<file path="src/rtl/snitch_icache_perf_cnt.sv">
// snitch_icache_perf_cnt
// Per-port, per-event performance counters for the L0 instruction cache.
// Counters are read through a single-outstanding request/response port.
// Optional macro SNITCH_ICACHE_PERF_SAT_EN: counters saturate at all-ones
// instead of wrapping (overflow flag is set in both modes).
module snitch_icache_perf_cnt #(
    parameter int NR_FETCH_PORTS = 2,
    parameter int CNT_WIDTH      = 32,
    parameter int ADDR_WIDTH     = $clog2(NR_FETCH_PORTS * 4)
) (
    input  logic                        clk_i,
    input  logic                        rst_i,
    input  logic [NR_FETCH_PORTS*4-1:0] events_i,
    input  logic                        enable_i,
    input  logic                        clear_i,
    input  logic                        rd_req_i,
    input  logic [ADDR_WIDTH-1:0]       rd_addr_i,
    output logic                        rd_gnt_o,
    output logic                        rd_valid_o,
    input  logic                        rd_ready_i,
    output logic [CNT_WIDTH-1:0]        rd_data_o,
    output logic                        rd_err_o,
    output logic [NR_FETCH_PORTS-1:0]   overflow_o
);

    localparam int NR_CNT = NR_FETCH_PORTS * 4;

    logic [CNT_WIDTH-1:0]      r_cnt [NR_CNT];
    logic [NR_FETCH_PORTS-1:0] r_overflow;
    logic                      r_valid;
    logic [CNT_WIDTH-1:0]      r_data;
    logic                      r_err;

    logic [NR_CNT-1:0]         w_inc;
    logic [NR_CNT-1:0]         w_wrap;
    logic [NR_CNT-1:0]         w_match;
    logic [CNT_WIDTH-1:0]      w_acc [NR_CNT+1];
    logic [NR_FETCH_PORTS-1:0] w_port_ovf;
    logic                      w_gnt;

    assign w_acc[0] = '0;

    // Counter index k = port*4 + evt, where evt 0 (miss) sits in the
    // port's top event bit and evt 3 (double hit) in its bottom bit.
    for (genvar k = 0; k < NR_CNT; k++) begin : g_cnt
        localparam int PORT = k / 4;
        localparam int EVT  = k % 4;

        assign w_inc[k]   = enable_i & events_i[PORT*4 + 3 - EVT];
        assign w_wrap[k]  = w_inc[k] & (&r_cnt[k]);
        assign w_match[k] = (rd_addr_i == ADDR_WIDTH'(k));
        // Read mux built as an OR chain of address-qualified counters.
        assign w_acc[k+1] = w_acc[k] | (r_cnt[k] & {CNT_WIDTH{w_match[k]}});

        // Counter update: reset and clear win over any increment.
        // NOTE: counters are discrete flops, not RAM, so they are reset
        // explicitly; the read path depends on them starting at zero.
        always_ff @(posedge clk_i) begin
            if (rst_i || clear_i) begin
                // NOTE: non-blocking assignment for every sequential state
                // update, so all counters sample pre-edge values together.
                r_cnt[k] <= '0;
`ifdef SNITCH_ICACHE_PERF_SAT_EN
            end else if (w_inc[k] && !(&r_cnt[k])) begin
`else
            end else if (w_inc[k]) begin
`endif
                r_cnt[k] <= r_cnt[k] + CNT_WIDTH'(1);
            end
        end
    end

    // A port overflows when any of its four counters hits all-ones on an increment.
    for (genvar p = 0; p < NR_FETCH_PORTS; p++) begin : g_port
        assign w_port_ovf[p] = |w_wrap[p*4 +: 4];
    end

    // Sticky per-port overflow flags, cleared only by reset or clear.
    always_ff @(posedge clk_i) begin
        if (rst_i || clear_i) begin
            r_overflow <= '0;
        end else begin
            r_overflow <= r_overflow | w_port_ovf;
        end
    end

    // Accept a request when the response slot is empty or retiring now.
    assign w_gnt = !rst_i && rd_req_i && (!r_valid || rd_ready_i);

    // Response register: loads a pre-update snapshot on grant, holds while stalled.
    always_ff @(posedge clk_i) begin
        if (rst_i) begin
            r_valid <= 1'b0;
            r_data  <= '0;
            r_err   <= 1'b0;
        end else if (w_gnt) begin
            r_valid <= 1'b1;
            r_data  <= w_acc[NR_CNT];
            r_err   <= ~|w_match;
        end else if (rd_ready_i) begin
            r_valid <= 1'b0;
        end
    end

    assign rd_gnt_o   = w_gnt;
    assign rd_valid_o = r_valid;
    assign rd_data_o  = r_data;
    assign rd_err_o   = r_err;
    assign overflow_o = r_overflow;

endmodule

</file>
<file path="config.mk">
export PLATFORM = sky130hd
export DESIGN_NAME = snitch_icache_perf_cnt
export DESIGN_NICKNAME = d
export VERILOG_FILES = /design/src/rtl/snitch_icache_perf_cnt.sv
export SDC_FILE = /design/constraint.sdc
export NUM_CORES = 1
export LEC_CHECK = 0
export BUFFER_PORTS_ARGS = -buffer_cell sky130_fd_sc_hd__buf_4
export CAP_MARGIN = 20
export CORE_ASPECT_RATIO = 1.1
export CORE_MARGIN = 2
export CORE_UTILIZATION = 50
export DETAILED_ROUTE_END_ITERATION = 6
export PLACE_DENSITY = 0.66
export SYNTH_ARGS = -nofsm -noshare
export SYNTH_HDL_FRONTEND = slang
export SYNTH_SLANG_ARGS = --single-unit
</file>
<file path="constraint.sdc">
create_clock -name clk_i -period 2.2 [get_ports clk_i]
set_input_delay 0.11 -clock clk_i [delete_from_list [all_inputs] [get_ports clk_i]]
set_output_delay 0.11 -clock clk_i [all_outputs]
set_load 0.02 [all_outputs]
</file>
-- Word-level counts from Yosys, hierarchy flattened
Memories as Yosys holds them, arrays and structs flattened.
Index checks and enable logic that the tools add are counted.
- bits in registers: 36
- bits in read-only memories: 0
- RAM bits: 256
- bits in latches: 0
- memories kept: 1
- logic and storage cells: 116
- input port bits: 17
- output and inout bits: 37
- shift operators: 0
- bitwise operators: 40
- order comparisons: 0
- divide/modulo/power cells: 0
- $add $sub $neg: 8
- reduce and logical (&&, ||, !) cells: 20
- multiplexer cells: 36
- multipliers: 0
- eq/ne operators: 7
- memory list (memory ; depth ; width ; rd ports ; clocked after memory_dff ; write ports ; RTL line ; text):
    r_cnt ; 8 ; 32 ; 8 ; 0 ; 8 ; 28 ; logic [CNT_WIDTH-1:0] r_cnt [NR_CNT];
- operators by type and width (operator ; number):
    $add A32 B1 Y32 const B ; 8
    $and A32 B32 Y32 ; 8
    $mux W32 ; 8
    $reduce_and A32 Y1 ; 8
    $or A32 B32 Y32 ; 7
    $mux W1 ; 28
    $and A1 B1 Y1 ; 16
    $eq A3 B3 Y1 const B ; 4
    $or A1 B1 Y1 ; 8
    $reduce_or A4 Y1 ; 2
    $reduce_or A8 Y1 ; 1
    $eq A3 B2 Y1 const B ; 2
    $eq A3 B1 Y1 const B ; 1
    $logic_not A1 Y1 ; 3
    $logic_not A3 Y1 ; 1
    $logic_and A1 B1 Y1 ; 2
    $logic_or A1 B1 Y1 ; 2
    $or A2 B2 Y2 ; 1
    $reduce_bool A2 Y1 ; 1

-- Longest topological paths before layout
- depth in word-level cells: 9
- gate-level depth with buffers: 8
- depth with buffers taken out: 6

-- Worst setup path before layout
OpenSTA, ideal clock, no wires.
- path type: register to register
- start: memory r_cnt[1][0], in the netlist r_cnt[0][32]
- end: memory r_cnt[1][30], in the netlist r_cnt[0][62], data pin
- cell stages (with the launch flop): 8
- arrival: 1.643 ns
- required time: 1.934 ns
- clock period less this slack: 1.909 ns
- path buffers: 1
- setup slack: 0.291 ns
- setup time: 0.266 ns
- path through: edfxtp_1 ha_1 and4_1 nand4_1 buf_2 nor4_1 xnor2_1 nor2_1
- RTL lines (what ; RTL line):
    from (decl) ; 28

==> qor.csv <==
metric,value,unit
dieWidth,180,um
yosys_warnings,0,
htree_levels,2,
ys_seq_area_share,49.5,%
cts_root_buf,clkbuf_16,
finalSetupViolCount,0,
numCtsBuffers,35,
cts.clk_slew.worst_paths,60,ps
multi_input_area,8180,um^2
yosysUniqueCellTypes,70,
skew,24.7,ps
cp.required,2640,ps
drt_wl_total,54100,um
outcome,"complete, no violations",
place_area,18700,um^2
initial_core_util,51.0,%
maxSlewHeadroom,58.1,%
avgSynthCellArea,10.2,um^2
drive_above_1_share,18.0,%
tritoncts,built,
critPathArrivalTime,2600,ps
finalWeightedCongestion,1.03,
drtIter0Drc,1752,
ios,54,
cts_buffer_depth,3,
nFillCells,2805,
routed_via_density,6.13,
power.total,0.0136,W
end_kind,flip-flop,
p_leak,7.11,nW
maxCapViolCount,0,
die_area,35500,um^2
fmax,464,MHz
final_area,19900,um^2
drc_errors,0,
insertion_delay,530,ps
grt_pass1_vias,13481,
syn_nets,1686,
grt_max_degree,38,
fin_nets,1846,
fp.dieH,197,um
routed-via-count,13978,
timing.final.crit_share,97.9,%
worst_pin_slew,627,ps
synth_seq_cells,292,
pwr_density_cell,684,nW/um^2
area_growth,17.1,%
drv_slew,0,
post-cts-setup-buffers,0,
async_flop_share,0,%
grt_antenna_before_repair,1,
seq_area,8410,um^2
io_buffer_count,53,
dr.pass1.iters,6,
gr-usage-all-layers,30.3,%
hold_viol,0,
syn_inst,1661,
synth_flop_cell,edfxtp_1,
numClockSinks,292,
fin_crit,2150,ps
crit_type,flip-flop to flip-flop,
synth_edf_count,256,
vdd_drop_max,0.534,mV
critPathMaxFanout,12,
worstHoldPathType,input port to flip-flop,
holdWs,71.0,ps
drtAntennaViolNets,0,
coreArea,33400,um^2
hpwlAfterDp,40300,um
critPathLaunchType,flip-flop,
grt_overflow,0,
mappedNetlistArea,17000,um^2
row_count,70,
grt_pass1_wl,81900,um
wire_per_inst,23.7,um
## state kept, by name, indices dropped and copies added (netlist names)
signal      flops
r_cnt         256
rd_data_o      32
overflow_o      2
rd_err_o        1
rd_valid_o      1
## worst paths after layout
kind,slack [ps],cells after the start,end,start
min,70,3,r_cnt[0][43],events_i[2]
min reg2reg,470,1,rd_err_o,rd_err_o
max reg2reg,50,7,overflow_o[0],r_cnt[0][33]
max,50,7,overflow_o[0],r_cnt[0][33]
## report_power, final
group	leakage [nW]	internal (W)	switching, W	total, W
combinational	3.38	0.000539	0.000789	0.00133
clock	0.518	0.00328	0.00231	0.00559
sequential	3.21	0.00632	0.000390	0.00671
total	7.11	0.0101	0.00348	0.0136
## area by class of cell
class / instances / area share, %
diodes: 2 / 0.0251
inverters: 23 / 0.433
clock inverters: 8 / 0.459
clock buffers: 53 / 4.89
multi-input cells: 1261 / 41.1
flip-flops and latches: 292 / 42.2
well taps: 432 / 2.71
repair buffers: 208 / 8.19
## critical path, cell delays in order, from the launching register on
cell and delay (ps):
edfxtp_1 410, ha_1 230, and4_1 290, nand4_1 100
buf_4 200, nor4_2 450, buf_4 240, o31a_1 150
## cell usage after synthesis (5+ instances only)
cell type / n / area (um^2)
xnor2_1: 74 / 648
nor2_2: 5 / 31.3
nor4_1: 9 / 56.3
a311oi_1: 12 / 105
edfxtp_1: 256 / 7690
nor2b_1: 7 / 43.8
nor3_1: 30 / 150
o21ai_0: 29 / 145
nor3_2: 7 / 70.1
a22oi_1: 25 / 188
buf_1: 5 / 18.8
a2111oi_0: 5 / 43.8
clkbuf_1: 52 / 195
xor2_1: 148 / 1300
nor4_2: 9 / 113
a221oi_1: 12 / 105
inv_1: 22 / 82.6
nand3_1: 119 / 596
and3_1: 41 / 257
a22o_1: 7 / 61.3
buf_2: 23 / 115
and2_1: 15 / 93.8
ha_1: 8 / 100
mux4_2: 15 / 338
a21oi_1: 33 / 165
o211ai_1: 5 / 37.5
mux2i_1: 22 / 220
nand2_1: 118 / 443
and4_1: 24 / 210
nand4_2: 5 / 62.6
or3_1: 14 / 87.6
a211oi_1: 9 / 67.6
nor2_1: 308 / 1160
dfxtp_1: 36 / 721
nand4_1: 71 / 444
mux2_2: 25 / 282
## repair_timing
action	in CTS	in global routing
endpoints found under the setup margin	0	7
hold endpoints to repair	7	0
hold buffers	8	0
gates resized for setup	0	5
## logic make-up (layout without fill, tap and decap cells)
group | Yosys count | after routing | synth area share (%)
and+or+nand+nor | 803 | 803 | 23.9
DFF | 292 | 292 | 49.5
xor gates and xnor gates | 222 | 222 | 11.4
AOI/OAI and AO/OA | 165 | 165 | 6.80
buffers and inverters | 108 | 292 | 2.69
muxes | 63 | 63 | 5.09
adders and majority gates | 8 | 8 | 0.589
other | 0 | 2 | 0
## cells in the final DEF, fill, tap and decap left out, drive strengths merged, types with 5 or more instances in the layout
cell	synthesis	final
nor3	37	37
nand2	119	119
nor2b	7	7
a21oi	33	33
dlygate4sd3	0	8
mux4	16	16
o21ai	30	30
nand4	77	77
nor4	22	22
a311oi	12	12
xor2	148	148
a22o	7	7
a22oi	25	25
nor2	313	313
or3	14	14
clkbuf	52	53
a211oi	9	9
and2	15	15
xnor2	74	74
o211ai	5	5
a2111oi	5	5
mux2i	22	22
a221oi	12	12
and4	25	25
edfxtp	256	256
dfxtp	36	36
ha	8	8
nand3	121	121
inv	23	24
mux2	25	25
clkinv	0	5
and3	41	41
buf	33	200
## metrics by stage
stage	TNS [ps]	worst slack (ps)	instances	utilization, %
floorplan	0	291	1661	-
global placement	-67.0	-67.0	2208	56.2
detailed placement	-88.0	-88.0	2208	56.2
CTS	0	23.8	2277	59.6
global route	-42.7	-42.7	2277	59.7
finish	0	46.9	2279	59.7
## routing by layer
layer / track usage [%] / vias up / share of wire (%)
met5: 0 / - / 0.022
met3: 7.01 / 159 / 8.6
met1: 37.9 / 6779 / 38
li1: - / 6410 / -
met4: 16.9 / 2 / 6.2
met2: 48.8 / 628 / 47
Note: power is estimated with default switching activity, not from simulation.
